## config.mk

```make
export PLATFORM = sky130hd
export DESIGN_NAME = regfile_mp
export DESIGN_NICKNAME = d
export VERILOG_FILES = /design/src/rtl/regfile_mp.sv
export SDC_FILE = /design/constraint.sdc
export NUM_CORES = 2
export LEC_CHECK = 0
export ABC_AREA = 0
export CAP_MARGIN = 20
export CORE_MARGIN = 1
export CORE_UTILIZATION = 40
export CTS_BUF_LIST = sky130_fd_sc_hd__clkbuf_2
export CTS_CLUSTER_DIAMETER = 120
export DETAILED_ROUTE_END_ITERATION = 12
export PLACE_DENSITY = 0.57
export SLEW_MARGIN = 20
export SYNTH_ARGS = -nofsm -noshare
export SYNTH_HDL_FRONTEND = slang
export SYNTH_SLANG_ARGS = --single-unit
```

## constraint.sdc

```tcl
create_clock -name clk -period 2.8 [get_ports clk]
set_input_delay 0.56 -clock clk [delete_from_list [all_inputs] [get_ports clk]]
set_output_delay 0.56 -clock clk [all_outputs]
set_load 0.1 [all_outputs]
```

## src/rtl/regfile_mp.sv

```systemverilog
// Multi-port register file: NUM_RD combinational reads, two write ports (W1 has priority), and a per-register busy scoreboard.
// Optional write-to-read forwarding is enabled by defining REGFILE_BYPASS_EN.
module regfile_mp #(
    parameter int WIDTH    = 32,
    parameter int ADDR_W   = 5,
    parameter int NUM_RD   = 2,
    parameter int ZERO_REG = 1
) (
    input  logic                     clk,
    input  logic                     reset,
    input  logic [NUM_RD*ADDR_W-1:0] rd_addr,
    output logic [NUM_RD*WIDTH-1:0]  rd_data,
    output logic [NUM_RD-1:0]        rd_busy,
    input  logic                     w0_en,
    input  logic [ADDR_W-1:0]        w0_addr,
    input  logic [WIDTH-1:0]         w0_data,
    input  logic                     w1_en,
    input  logic [ADDR_W-1:0]        w1_addr,
    input  logic [WIDTH-1:0]         w1_data,
    input  logic                     busy_set,
    input  logic [ADDR_W-1:0]        busy_addr,
    output logic                     busy_any
);

    localparam int unsigned DEPTH = 1 << ADDR_W;

    logic [WIDTH-1:0] regs [DEPTH];
    logic [DEPTH-1:0] busy;

    // Statement order encodes priority: W1 overrides W0 on a shared address,
    // and busy_set overrides a same-cycle clearing write.
    always_ff @(posedge clk) begin
        if (reset) begin
            for (int unsigned i = 0; i < DEPTH; i++) begin
                regs[i] <= '0;
            end
            busy <= '0;
        end else begin
            if (w0_en) begin
                regs[w0_addr] <= w0_data;
                busy[w0_addr] <= 1'b0;
            end
            if (w1_en) begin
                regs[w1_addr] <= w1_data;
                busy[w1_addr] <= 1'b0;
            end
            if (busy_set) begin
                busy[busy_addr] <= 1'b1;
            end
            if (ZERO_REG != 0) begin
                regs[0] <= '0;
                busy[0] <= 1'b0;
            end
        end
    end

    assign busy_any = |busy;

    for (genvar p = 0; p < NUM_RD; p++) begin : g_rd
        logic [ADDR_W-1:0] addr;
        logic [WIDTH-1:0]  data;
        logic              bsy;

        assign addr = rd_addr[p*ADDR_W +: ADDR_W];

        always_comb begin
            data = regs[addr];
            bsy  = busy[addr];
`ifdef REGFILE_BYPASS_EN
            if (!reset) begin
                if (w0_en && w0_addr == addr) begin
                    data = w0_data;
                    bsy  = 1'b0;
                end
                if (w1_en && w1_addr == addr) begin
                    data = w1_data;
                    bsy  = 1'b0;
                end
                if (busy_set && busy_addr == addr) begin
                    bsy = 1'b1;
                end
            end
`endif
            if (ZERO_REG != 0 && addr == '0) begin
                data = '0;
                bsy  = 1'b0;
            end
        end

        assign rd_data[p*WIDTH +: WIDTH] = data;
        assign rd_busy[p]                = bsy;
    end

endmodule

```

==> flow_summary.ini <==
[outcome]
status = complete, but fails checks
violations = setup timing

[setup_path]
cp-start-kind = flop
crit_arrival_ns = 3.63
cp_max_fo = 2
reg2reg_from = busy[16]$_SDFF_PP0_
cp-end-kind = primary output
r2r_cells = 3
cp.required_ns = 2.24
r2r_slack_ns = 1.50
path_class = flop to primary output
r2r_end = busy[16]$_SDFF_PP0_

[clock_network]
cts_root_buf = clkbuf_2
worst_setup_hold_path_clk_slew_ns = 0.10
cts_buffer_depth = 4
cts_tree = done
cts_buffers = 299
cts_sinks = 1055
clk_latency_ns = 1.74
htreeDepth = 5

[power_and_ir_drop]
cellLeakagePower_nw = 27.9
power.density_nw_per_um2 = 497
power_w = 0.0387
ir_worst_vdd_mv = 0.413

[sta]
setup_viol = 67
slew_violations = 0
tightest_slew_ns = 1.23
rsz0062_at_grt = true
max_slew_margin_pct = 18.1
skew_ns = 0
hold_slack_ns = 0.118
tns_ns = -80.85
clock.fmax_mhz = 239
finalHoldViolCount = 0
finalCriticalPeriod_ns = 4.19
timing.final.ws_setup_ns = -1.39
fin_crit_sh_pct = 150

[min_path]
hold_path.startpoint = w1_addr[0]
worstHoldEndpoint = busy[20]$_SDFF_PP0_
hold_path_class = input pin to flop
hold_depth = 7

[detailed_routing]
drcViolationCount = 0
detail_route.vias_per_cell = 7.06
wl_per_cell_um = 39.2
vias = 49900
wl_mm = 277
drtAntennaViolNets = 0
drt-initial-drc-count = 7008
first_pass_iters = 6

[yosys]
ys_warn_count = 0
netlist_area_um2 = 60300
synth.ff_latch_count = 1055
yosys.area.top_type_share_pct = 49.4
ys_top_cells_by_area = edfxtp_1 (49%), mux4_2 (17%), a22o_1 (14%)
ys_dominant_reg_cell = edfxtp_1
ys_seq_area_share_pct = 51.5
synth_common_cells = a22o_1 (992), edfxtp_1 (992), mux4_2 (460)
avgSynthCellArea_um2 = 14.7
synth_edf_count = 992
netlist_instances = 4111
yosysTopAreaCell = edfxtp_1
synth_cell_types = 58
async_flop_share_pct = 0

[placed_design]
place_area_um2 = 73100
portBuffers = 160
pre_cts_ws_ns = -1.03
dpl.hpwl_mm = 182
place.gp.congestion = 0.963

[floorplan]
start_util_pct = 40.3
die_area_um2 = 152000
io_pins = 161
rows = 142
dieWidth_um = 390
core_area_um2 = 150000
die_h_um = 390

[global_route]
grt_pass1_vias = 48600
grt_max_degree = 33
grt_pass1_wl_mm = 379
grt_remaining_overflow = 0
antenna_found_initial = 8
grtUsageTotal_pct = 35.8

[flow_run]
max_cap_viol_count = 0

[final_layout]
nets = 4958
drive_above_1_share_pct = 44.3
area_growth_pct = 29.0
design_area_um2 = 77800
[worst max-delay path, cell delays in order (launching register included)]
cell and delay, ns:
edfxtp_1 0.46, mux4_2 0.53, a211oi_4 0.49, a311oi_4 0.17
buf_12 0.28
[registers in the layout, summed over array words and instances (netlist names)]
signal	flops
busy	31
regs	1024
[worst max-delay path by stage]
stage	startpoint	end
3_3_place_gp	rd_addr[5]	rd_data[54]
5_1_grt	regs[15][23]$_DFFE_PP_	rd_data[23]
3_5_place_dp	rd_addr[5]	rd_data[54]
2_1_floorplan	rd_addr[6]	rd_data[36]
6_report	regs[7][20]$_DFFE_PP_	rd_data[20]
4_1_cts	regs[11][23]$_DFFE_PP_	rd_data[23]
[cell usage in the layout (no fill, tap or decap), types with 22 or more instances in the layout]
master and n:
mux4_2 460, clkinv_1 35, a311oi_4 64, mux2_4 49, buf_12 285, o21ai_1 46
a22o_1 992, nor2_4 25, nor2_1 33, dfxtp_1 51, o21ai_2 42, mux2i_1 132
o21ai_4 26, edfxtp_1 992, nor2b_1 44, dlygate4sd3_1 117, buf_6 22, a22oi_1 109
nand2_1 38, clkbuf_2 436, a211oi_2 33, clkdlybuf4s50_1 82, nor3_4 29, buf_4 540
conb_1 32, a221oi_2 44
[routing by layer]
layer / vias to the layer above / GRT usage (%) / part of all wire (%)
li1: 19200 / - / -
met5: - / 0 / 0.0029
met2: 4315 / 52.8 / 44
met4: 2 / 21.4 / 6.5
met3: 884 / 11.0 / 13
met1: 25500 / 46.2 / 37
[power by group]
group / total, W / switching (W) / internal [W]
sequential: 0.0186 / 0.000497 / 0.0181
combinational: 0.00898 / 0.00525 / 0.00373
clock: 0.0111 / 0.00693 / 0.00416
total: 0.0387 / 0.0127 / 0.0260
[final cells by class]
type | count | area, um2
Fill cell | 12500 | 72000
Clock buffer | 436 | 2180
Tap cell | 2016 | 2520
Clock inverter | 46 | 205
Antenna cell | 14 | 35.0
Inverter | 6 | 27.5
Sequential cell | 1055 | 31100
Timing Repair Buffer | 1053 | 12100
Multi-Input combinational cell | 2449 | 29700
[cell families after synthesis]
group,Yosys count,synth area share [%]
compound gates,1462,20.1
flops,1055,51.5
mux,660,20.6
buf+inv,638,4.59
simple gates,295,3.19
other cells,1,0.00622
[through the flow]
| step | std cells | utilization, % |
|---|---|---|
| after floorplan | 4142 | - |
| after global placement | 6487 | 48.8 |
| after detailed placement | 6487 | 48.8 |
| after CTS | 7069 | 51.8 |
| after global routing | 7070 | 52.0 |
| final | 7075 | 52.0 |
[what timing repair did]
action	in CTS	in global routing
endpoints found under the hold margin	1851	0
resized for setup	278	75
endpoints found under the setup margin	67	67
hold buffers	117	0
setup buffers	4	0
pin swaps	81	31
Note: power is estimated with default switching activity, not from simulation.
